==> config.mk <==
export PLATFORM = sky130hd
export DESIGN_NAME = ram_write_ctrl_fsm_flat
export DESIGN_NICKNAME = d
export VERILOG_FILES = /design/src/rtl/ram_write_ctrl_fsm_if.sv /design/src/rtl/ram_write_ctrl_fsm.sv /design/src/flat_wrapper.sv
export SDC_FILE = /design/constraint.sdc
export NUM_CORES = 1
export LEC_CHECK = 0
export ABC_AREA = 0
export BUFFER_PORTS_ARGS = -buffer_cell sky130_fd_sc_hd__buf_2
export CORE_MARGIN = 5
export CORE_UTILIZATION = 50
export DETAILED_ROUTE_END_ITERATION = 6
export PLACE_DENSITY = 0.73
export SYNTH_ARGS = -nofsm -noshare
export SYNTH_HDL_FRONTEND = slang
export SYNTH_SLANG_ARGS = --single-unit
==> constraint.sdc <==
create_clock -name clk -period 2.7 [get_ports clk]
set_input_delay 0.405 -clock clk [delete_from_list [all_inputs] [get_ports clk]]
set_output_delay 0.405 -clock clk [all_outputs]
set_load 0.005 [all_outputs]
==> src/rtl/ram_write_ctrl_fsm_if.sv <==
// Handshake bundle between the start/full sources and the RAM-fill controller.
// The master drives the start and full requests; the slave drives the write enable and the full status.
interface ram_write_ctrl_fsm_if;
    logic edge_detector;
    logic i_write_full;
    logic o_write_ena;
    logic full_mem_indicator;

    modport master (
        output edge_detector,
        output i_write_full,
        input  o_write_ena,
        input  full_mem_indicator
    );

    modport slave (
        input  edge_detector,
        input  i_write_full,
        output o_write_ena,
        output full_mem_indicator
    );
endinterface

==> src/rtl/ram_write_ctrl_fsm.sv <==
// RAM-fill control FSM: a start pulse opens a write burst, which closes on memory-full or after
// RAM_DEPTH enable cycles. The controller then holds the full indicator until reset.
module ram_write_ctrl_fsm #(
    parameter int RAM_DEPTH = 1024
) (
    input  logic               clk,
    input  logic               i_rst,
    ram_write_ctrl_fsm_if.slave bus
);
    localparam int CNT_W = $clog2(RAM_DEPTH);
    localparam logic [CNT_W-1:0] CNT_LAST = CNT_W'(RAM_DEPTH - 1);

    typedef enum logic [1:0] {
        IDLE  = 2'b00,
        WRITE = 2'b01,
        FULL  = 2'b10
    } state_t;

    state_t           state_reg;
    state_t           state_next;
    logic [CNT_W-1:0] cnt_reg;
    logic [CNT_W-1:0] cnt_next;
    logic             write_ena;
    logic             full_ind;

    always_ff @(posedge clk) begin
        if (!i_rst) begin
            state_reg <= IDLE;
            cnt_reg   <= '0;
        end else begin
            state_reg <= state_next;
            cnt_reg   <= cnt_next;
        end
    end

    always_comb begin
        state_next = state_reg;
        cnt_next   = cnt_reg;
        write_ena  = 1'b0;
        full_ind   = 1'b0;
        case (state_reg)
            IDLE: begin
                if (bus.edge_detector) begin
                    state_next = WRITE;
                    cnt_next   = '0;
                end
            end
            WRITE: begin
                write_ena = 1'b1;
                // The counter freezes on the exit edge, so it never wraps past the last word.
                if (bus.i_write_full || (cnt_reg == CNT_LAST)) begin
                    state_next = FULL;
                end else begin
                    cnt_next = cnt_reg + CNT_W'(1);
                end
            end
            FULL: begin
                full_ind = 1'b1;
            end
            default: begin
                state_next = IDLE;
            end
        endcase
    end

    assign bus.o_write_ena        = write_ena;
    assign bus.full_mem_indicator = full_ind;
endmodule

==> src/flat_wrapper.sv <==
// flat-port wrapper written by rule: the top's interface ports become plain ports
module ram_write_ctrl_fsm_flat 
#(
    parameter int RAM_DEPTH = 1024
)
  (clk, i_rst, bus_edge_detector, bus_i_write_full, bus_o_write_ena, bus_full_mem_indicator);
  ram_write_ctrl_fsm_if bus_i ();
  input  logic clk;
  input  logic i_rst;
  input wire logic [$bits(bus_i.edge_detector)-1:0] bus_edge_detector;
  input wire logic [$bits(bus_i.i_write_full)-1:0] bus_i_write_full;
  output wire logic [$bits(bus_i.o_write_ena)-1:0] bus_o_write_ena;
  output wire logic [$bits(bus_i.full_mem_indicator)-1:0] bus_full_mem_indicator;
  assign bus_i.edge_detector = bus_edge_detector;
  assign bus_i.i_write_full = bus_i_write_full;
  assign bus_o_write_ena = bus_i.o_write_ena;
  assign bus_full_mem_indicator = bus_i.full_mem_indicator;
  ram_write_ctrl_fsm #(.RAM_DEPTH(RAM_DEPTH)) u_core (.clk(clk), .i_rst(i_rst), .bus(bus_i));
endmodule
==> results.yml, run 1 <==
timing:
  finalSetupViolCount: 0
  hold_violations: 0
  slew_violations: 0
  relSlewSlack: 0.601
  clock.fmax_mhz: 538
  final.period_utilization: 0.688
  skew_ns: 0.00105
  rsz0062_at_grt: "no"
  fin_hold_ws_ns: 0.461
  worst_pin_slew_ns: 0.591
  fin_crit_ns: 1.86
  fin_setup_tns_ns: 0
cts:
  root_buffer: "clkbuf_4"
  cts.sinks: 12
  postCtsSetupBuffers: 0
  cts_buffer_depth: 2
  htree_levels: 1
  hold_buffers: 0
  clk_pin_slew_worst_paths_ns: 0.07
  cts_tree: "built"
  clock_latency_ns: 0.27
  cts_resized: 0
  cts_made_buffers: 3
grt:
  grt_max_degree: 13
  grt_usage: 0.180
  grt_pass1_wl_mm: 2.84
  overflow: 0
  antenna_found_initial: 0
  grt_pass1_vias: 701
setup_path:
  worstReg2RegEnd: "u_core.cnt_reg[9]$_SDFFE_PN0P_"
  r2r_cells: 4
  r2r-start: "u_core.state_reg[0]$_SDFFE_PN0P_"
  worst_setup_path_start_kind: "flip-flop"
  crit_arrival_ns: 2.02
  path_max_fanout: 11
  setup.worst_path.start: "u_core.state_reg[0]$_SDFFE_PN0P_"
  criticalPathCategory: "reg2reg"
  critical_path_required_ns: 2.86
  regToRegSetupSlack_ns: 0.84
  cp-end-kind: "flip-flop"
detailed_routing:
  ant_nets: 0
  drc: 0
  vias: 753
  viasPerCell: 6.66
  first_pass_iters: 4
  drt_iter0_drc: 53
  wl_per_cell_um: 15.2
  wl_mm: 1.72
synthesis:
  synth-seq-cells: 12
  syn-num-nets: 98
  syn_area_um2: 717
  synth_cell_types: 31
  syn_area_per_cell_um2: 7.71
  syn-instance-count: 93
  synth_seq_area_share: 0.335
  yosys_warnings: 0
layout:
  antenna_cells: 0
  final_common_cell: "dfxtp_1"
  drive_gt1_frac: 0.122
  areaGrowthSynthToFinish_pct: 8.73
  stdcell_area_um2: 779
  final_cell_mix: "dfxtp_1, o21ai_0, a31oi_1"
  largest_reg_flops: 10
  nets: 104
pwr:
  finalPower_uw: 366
  irDropWorstVdd_uv: 293
  power.density_mw_per_mm2: 470
  cellLeakagePower_nw: 0.271
floorplanning:
  fp.dieArea_mm2: 0.00229
  core_mm2: 0.00133
  die_w_um: 47.9
  io_pins: 6
  initial_core_util: 0.538
  fp.dieH_um: 47.9
  rows: 13
hold_path:
  min_path_type: "in2reg"
  hold_start: "i_rst"
  hold_depth: 2
  worst_hold_path.endpoint: "u_core.state_reg[1]$_SDFFE_PN0P_"
place:
  placed_area_um2: 743
  port_buffers: 5
  dp_hpwl_mm: 1.26
  gp_congestion: 0.888
run_status:
  status: "finished clean"
flow_run:
  drv_cap: 0
-- report_power, final --
| group | leakage (nW) | switching [mW] | internal, mW | total (mW) |
|---|---|---|---|---|
| clock | 0.0210 | 0.0580 | 0.0821 | 0.140 |
| sequential | 0.0970 | 0.00686 | 0.180 | 0.187 |
| combinational | 0.153 | 0.0236 | 0.0160 | 0.0396 |
-- cells in the mapped netlist --
| master | number | area, um2 |
|---|---|---|
| nand4_1 | 3 | 18.8 |
| a21oi_1 | 2 | 10.0 |
| inv_1 | 5 | 18.8 |
| nand3_1 | 2 | 10.0 |
| clkbuf_1 | 2 | 7.51 |
| a211oi_1 | 2 | 15.0 |
| nor2b_1 | 1 | 6.26 |
| o21ai_0 | 10 | 50.1 |
| nor4_1 | 1 | 6.26 |
| nand3b_1 | 1 | 7.51 |
| and2_1 | 2 | 12.5 |
| nor3_1 | 4 | 20.0 |
| nor2_1 | 8 | 30.0 |
| nand2_1 | 6 | 22.5 |
| and3_1 | 3 | 18.8 |
| nor4b_1 | 1 | 8.76 |
| a21o_1 | 1 | 7.51 |
| a2111oi_0 | 1 | 8.76 |
| a41oi_1 | 2 | 17.5 |
| a211oi_2 | 1 | 12.5 |
| nand2b_1 | 3 | 18.8 |
| mux2i_1 | 1 | 10.0 |
| or3b_4 | 1 | 11.3 |
| or4_4 | 1 | 11.3 |
| a31oi_1 | 9 | 56.3 |
| o211ai_1 | 3 | 22.5 |
| ha_1 | 1 | 12.5 |
| clkbuf_2 | 1 | 5.00 |
| buf_2 | 1 | 5.00 |
| dfxtp_1 | 12 | 240 |
| o21a_1 | 2 | 15.0 |
-- critical path, stage by stage, from the launching register on --
cell and delay, ns:
dfxtp_1 0.52, or3b_4 0.46, or4_4 0.50, a211oi_2 0.20, a211oi_1 0.07
-- how the worst max path moves through the flow --
stage | cells after the start | slack, ns | endpoint
2_1_floorplan | 4 | 1.06 | u_core.cnt_reg[9]$_SDFFE_PN0P_
3_3_place_gp | 4 | 0.84 | u_core.cnt_reg[9]$_SDFFE_PN0P_
3_5_place_dp | 4 | 0.85 | u_core.cnt_reg[9]$_SDFFE_PN0P_
4_1_cts | 4 | 0.84 | u_core.cnt_reg[9]$_SDFFE_PN0P_
5_1_grt | 5 | 0.63 | u_core.cnt_reg[8]$_SDFFE_PN0P_
6_report | 4 | 0.84 | u_core.cnt_reg[9]$_SDFFE_PN0P_
-- cell type report --
class,instances,area [um2]
clock buffers,4,36.3
well taps,15,18.8
multi-input cells,72,440
fillers,126,554
inverters,5,18.8
repair buffers,5,25.0
flip-flops and latches,12,240
-- through the flow --
| stage | setup WS [ns] | util | cells |
|---|---|---|---|
| after floorplan | 1.06 | - | 93 |
| after global placement | 0.845 | 0.557 | 109 |
| after detailed placement | 0.849 | 0.557 | 109 |
| after CTS | 0.839 | 0.584 | 113 |
| after global routing | 0.626 | 0.584 | 113 |
| final | 0.841 | 0.584 | 113 |
-- per-layer routing --
metal | vias up | part of all wire | track usage
met5 | - | 0 | 0
met4 | 0 | 0.030 | 0.113
met3 | 10 | 0.084 | 0.0752
met2 | 42 | 0.47 | 0.282
met1 | 338 | 0.41 | 0.200
li1 | 363 | - | -
-- cell families after synthesis --
| kind of cell | synth area share |
|---|---|
| simple gates | 0.283 |
| fa+ha+maj | 0.0174 |
| flops | 0.335 |
| mux | 0.0140 |
| compound gates | 0.300 |
| buf+inv | 0.0506 |
Note: power is estimated with default switching activity, not from simulation.
==> run 2: changes to the inputs <==
--- a/config.mk
+++ b/config.mk
@@ -5,12 +5,12 @@
 export SDC_FILE = /design/constraint.sdc
 export NUM_CORES = 1
 export LEC_CHECK = 0
-export ABC_AREA = 0
+export ABC_AREA = 1
 export BUFFER_PORTS_ARGS = -buffer_cell sky130_fd_sc_hd__buf_2
 export CORE_MARGIN = 5
 export CORE_UTILIZATION = 50
 export DETAILED_ROUTE_END_ITERATION = 6
-export PLACE_DENSITY = 0.73
+export PLACE_DENSITY = 0.75
 export SYNTH_ARGS = -nofsm -noshare
 export SYNTH_HDL_FRONTEND = slang
 export SYNTH_SLANG_ARGS = --single-unit
==> constraint.sdc (replaced) <==
create_clock -name clk -period 1.6 [get_ports clk]
set_input_delay 0.24 -clock clk [delete_from_list [all_inputs] [get_ports clk]]
set_output_delay 0.24 -clock clk [all_outputs]
set_load 0.005 [all_outputs]
==> results.yml, run 2 <==
detailed_routing:
  wl_mm: 1.46
  drc: 0
  viasPerCell: 5.04
  wl_per_cell_um: 10.8
  vias: 680
  drt_iter0_drc: 11
  ant_nets: 0
  first_pass_iters: 4
layout:
  fin_util: 0.594
  nets: 126
  areaGrowthSynthToFinish_pct: 11.4
  antenna_cells: 0
  stdcell_area_um2: 783
  drive_gt1_frac: 0.167
  final_cell_mix: "nand2_1, inv_1, nor2_1"
  layout.cells.non_filler: 135
  final_common_cell: "nand2_1"
  largest_reg_flops: 10
cts:
  cts_made_buffers: 3
  hold_buffers: 0
  htree_levels: 1
  postCtsSetupBuffers: 0
  cts_buffer_depth: 2
  clk_pin_slew_worst_paths_ns: 0.07
  cts.sinks: 12
  cts_tree: "built"
  clock_latency_ns: 0.27
  cts_resized: 0
  root_buffer: "clkbuf_4"
synthesis:
  synth-simple-area-share: 0.479
  syn_area_per_cell_um2: 6.33
  syn_area_um2: 703
  synthTopCellsByArea: "dfxtp_1, nand2_1, inv_1"
  yosysMostFrequentCell: "nand2_1"
  synth_edf_count: 0
  synth_top_area_share: 0.342
  synthFlopType: "dfxtp_1"
  synthMuxAreaShare: 0
  synth_async_sr_flop_share: 0
  synth_top_family_by_area: "simple AND/OR/NAND/NOR gates"
  synth-seq-cells: 12
  synth_compound_area_frac: 0.0819
  synth_cell_types: 18
  yosys_warnings: 0
  yosysTopAreaCell: "dfxtp_1"
  syn-instance-count: 111
  synthAdderAreaFrac: 0.0178
  synth_commonest_cells: "nand2_1, inv_1, nor2_1"
  synth-xor-area-share: 0
  synth_seq_area_share: 0.342
  syn-num-nets: 116
floorplanning:
  io_pins: 6
  initial_core_util: 0.534
  fp.dieH_um: 47.5
  rows: 13
  die_w_um: 47.5
  fp.dieArea_mm2: 0.00226
  core_mm2: 0.00132
timing:
  finalSetupViolCount: 0
  rsz0062_at_grt: "no"
  clock.fmax_mhz: 714
  relSlewSlack: 0.836
  slew_violations: 0
  fin_crit_ns: 1.40
  worst_pin_slew_ns: 0.244
  hold_violations: 0
  skew_ns: 0.00300
  fin_setup_tns_ns: 0
  final.period_utilization: 0.876
setup_path:
  path_max_fanout: 10
  r2r_cells: 8
  cp-end-kind: "flip-flop"
  r2r-start: "u_core.cnt_reg[1]$_SDFFE_PN0P_"
  setup.worst_path.start: "u_core.cnt_reg[1]$_SDFFE_PN0P_"
  worstReg2RegEnd: "u_core.cnt_reg[0]$_SDFFE_PN0P_"
  criticalPathCategory: "reg2reg"
  endpoint: "u_core.cnt_reg[0]$_SDFFE_PN0P_"
  worst_setup_path_start_kind: "flip-flop"
  critical_path_required_ns: 1.77
  regToRegSetupSlack_ns: 0.20
  crit_arrival_ns: 1.57
pwr:
  power.density_mw_per_mm2: 809
  irDropWorstVdd_uv: 514
  cellLeakagePower_nw: 0.341
grt:
  grt_max_degree: 11
  overflow: 0
  grt_pass1_wl_mm: 2.77
  grt_pass1_vias: 661
  antenna_found_initial: 0
  grt_usage: 0.177
flow_run:
  drv_cap: 0
place:
  placed_area_um2: 747
  place_inst: 131
  gp_congestion: 0.834
  dp_hpwl_mm: 1.17
  port_buffers: 5
hold_path:
  min_path_type: "in2reg"
run_status:
  status: "finished clean"
## run 2: cells by family (layout without fill, tap and decap cells)
logic type      count (synthesis)  in the layout
buf+inv                        15             24
flops                          12             12
fa+ha+maj                       1              1
simple gates                   72             72
compound gates                 11             11
## run 2: final cells by class
cell class	instances	area [um2]
multi-input combinational	84	407
timing repair buffer	5	25.0
clock buffer	4	36.3
fill	140	534
tap	15	18.8
sequential	12	240
inverter	15	56.3
## run 2: worst min path at each step
stage                                         from                             end  cells after the start
floorplan                                    i_rst  u_core.cnt_reg[9]$_SDFFE_PN0P_                      2
global placement    u_core.cnt_reg[4]$_SDFFE_PN0P_  u_core.cnt_reg[4]$_SDFFE_PN0P_                      2
detailed placement  u_core.cnt_reg[4]$_SDFFE_PN0P_  u_core.cnt_reg[4]$_SDFFE_PN0P_                      2
CTS                                          i_rst  u_core.cnt_reg[5]$_SDFFE_PN0P_                      3
global route                                 i_rst  u_core.cnt_reg[5]$_SDFFE_PN0P_                      3
finish                                       i_rst  u_core.cnt_reg[5]$_SDFFE_PN0P_                      3
## run 2: where the power goes
group / switching (mW) / leakage, nW / internal [mW]
clock: 0.0984 / 0.0210 / 0.138
combinational: 0.0599 / 0.223 / 0.0271
sequential: 0.00473 / 0.0971 / 0.305
## run 2: critical path, cell delays in order (launching register included)
cell and delay (ns):
dfxtp_1 0.37, ha_1 0.21, nand2_2 0.10, nor2_4 0.11
nand3_2 0.10, nand2_4 0.11, nand2_4 0.10, nand2_1 0.12
o21ai_0 0.08
## run 2: metrics by stage
step | setup WS (ns) | hold slack [ns] | power [mW]
after floorplan | 0.337 | 0.360 | 0.379
after global placement | 0.256 | 0.500 | 0.402
after detailed placement | 0.207 | 0.500 | 0.404
after CTS | 0.193 | 0.249 | 0.647
after global routing | 0.0411 | 0.273 | 0.678
final | 0.199 | 0.260 | 0.633
## run 2: layer usage
layer / global-route usage / vias up / routed length, um
li1: - / 368 / -
met1: 0.218 / 290 / 688
met2: 0.265 / 18 / 644
met3: 0.0752 / 4 / 90
met4: 0.0829 / 0 / 38
met5: 0 / - / 0
==> run 3: changes to the inputs <==
--- a/config.mk
+++ b/config.mk
@@ -10,6 +10,7 @@
 export CORE_MARGIN = 5
 export CORE_UTILIZATION = 50
 export DETAILED_ROUTE_END_ITERATION = 6
+export MAX_ROUTING_LAYER = met4
 export PLACE_DENSITY = 0.75
 export SYNTH_ARGS = -nofsm -noshare
 export SYNTH_HDL_FRONTEND = slang
==> results.yml, run 3 (same netlist as run 2, synthesis figures left out) <==
pwr:
  p_sw_uw: 163
  intPower_uw: 470
  combPwrFrac: 0.137
  irDropWorstVdd_uv: 513
  swShare: 0.257
  seqPwrFrac: 0.489
  power.density_mw_per_mm2: 809
  cellLeakagePower_nw: 0.341
  pwr-share-clk: 0.374
setup_path:
  worst_setup_path_start_kind: "flip-flop"
  path_cells: "ha_1 -> nand2_2 -> nor2_4 -> nand3_2 -> nand2_4 -> nand2_4 -> nand2_1 -> o21ai_0"
  crit_top_cell: "nand2_4"
  crit_buf_inv: 0
  cpPeakStageDelay_ns: 0.37
  worstReg2RegEnd: "u_core.cnt_reg[0]$_SDFFE_PN0P_"
  criticalPathCategory: "reg2reg"
  endpoint: "u_core.cnt_reg[0]$_SDFFE_PN0P_"
  cp-end-kind: "flip-flop"
  setup.worst_path.start: "u_core.cnt_reg[1]$_SDFFE_PN0P_"
  r2r-start: "u_core.cnt_reg[1]$_SDFFE_PN0P_"
  crit_family: "simple AND/OR/NAND/NOR gates"
  r2r_cells: 8
  regToRegSetupSlack_ns: 0.20
  crit_arrival_ns: 1.57
  critical_path_required_ns: 1.77
  crit_cells: 8
  slowest_stage: "dfxtp_1"
  path_max_fanout: 10
detailed_routing:
  wl_mm: 1.46
  drt_iter0_drc: 11
  wl_met1_um: 708
  viasPerCell: 5.04
  vias: 680
  routed.top_layer: "met4"
  dr_wl_met3_um: 73
  first_pass_iters: 4
  ant_nets: 0
  wl_per_cell_um: 10.8
  drc: 0
  met2_length_um: 642
layout:
  nets: 126
  areaGrowthSynthToFinish_pct: 11.4
  layout.cells.non_filler: 135
  largest_reg_flops: 10
  final_cell_mix: "nand2_1, inv_1, nor2_1"
  multi_input_area_um2: 407
  final_common_cell: "nand2_1"
  drive_gt1_frac: 0.167
  seqCellArea_um2: 240
  fillers: 140
  antenna_cells: 0
grt:
  grt_max_degree: 11
  overflow: 0
  antenna_found_initial: 0
  grt_pass1_vias: 661
  grt_pass1_wl_mm: 2.77
  grt_usage: 0.182
flow_run:
  drv_cap: 0
cts:
  postCtsSetupBuffers: 0
  cts_buffer_depth: 2
  root_buffer: "clkbuf_4"
  hold_buffers: 0
  cts_made_buffers: 3
  cts_tree: "built"
  clock_latency_ns: 0.27
  clk_pin_slew_worst_paths_ns: 0.07
  htree_levels: 1
  cts_resized: 0
  cts.sinks: 12
place:
  port_buffers: 5
  gp_congestion: 0.847
  dp_hpwl_mm: 1.17
  place_inst: 131
floorplanning:
  rows: 13
  initial_core_util: 0.534
  fp.dieArea_mm2: 0.00226
  io_pins: 6
  die_w_um: 47.5
  core_mm2: 0.00132
  fp.dieH_um: 47.5
timing:
  fin_setup_tns_ns: 0
  skew_ns: 0.00318
  finalSetupViolCount: 0
  relSlewSlack: 0.836
  fin_crit_ns: 1.40
  slew_violations: 0
  rsz0062_at_grt: "no"
  hold_violations: 0
  final.period_utilization: 0.877
  clock.fmax_mhz: 713
  worst_pin_slew_ns: 0.244
run_status:
  status: "finished clean"
hold_path:
  min_path_type: "in2reg"
run 3: cell counts in the layout (fill, tap and decap cells not counted):
No cell type changed its count.
run 3: cell type report:
type	count	share of cell area
multi-input cells	84	0.519
flip-flops and latches	12	0.307
inverters	15	0.0719
clock buffers	4	0.0463
repair buffers	5	0.0319
well taps	15	0.0240
run 3: how the worst min path moves through the flow:
stage,cells past startpoint,end,slack [ns],startpoint
after floorplan,2,u_core.cnt_reg[9]$_SDFFE_PN0P_,0.36,i_rst
after global placement,2,u_core.cnt_reg[4]$_SDFFE_PN0P_,0.50,u_core.cnt_reg[4]$_SDFFE_PN0P_
after detailed placement,2,u_core.cnt_reg[4]$_SDFFE_PN0P_,0.50,u_core.cnt_reg[4]$_SDFFE_PN0P_
after CTS,3,u_core.cnt_reg[5]$_SDFFE_PN0P_,0.25,i_rst
after global routing,3,u_core.cnt_reg[5]$_SDFFE_PN0P_,0.27,i_rst
final,3,u_core.cnt_reg[5]$_SDFFE_PN0P_,0.26,i_rst
run 3: metrics by stage:
step	util	instance area, um2	setup WS (ns)	hold WS [ns]	power (mW)
floorplan	-	703	0.337	0.360	0.379
global placement	0.567	747	0.256	0.500	0.402
detailed placement	0.567	747	0.207	0.500	0.404
CTS	0.594	783	0.193	0.249	0.647
global route	0.594	783	0.0411	0.273	0.678
finish	0.594	783	0.197	0.262	0.633
run 3: worst min-delay path, cell delays in order:
cell     delay, ns
buf_2         0.15
nand2_1       0.07
nor2_1        0.03
run 3: metal layers:
layer,vias to the layer above,track usage
met2,16,0.265
met1,292,0.220
met5,-,-
li1,368,-
met4,0,0.0829
met3,4,0.0714
run 3: power by group through the flow:
stage,Combinational (mW),Sequential [mW],Clock [mW]
floorplan,0.0629,0.316,0
global placement,0.0857,0.316,0
detailed placement,0.0868,0.317,0
CTS,0.0875,0.309,0.250
global route,0.100,0.310,0.267
finish,0.0870,0.310,0.237
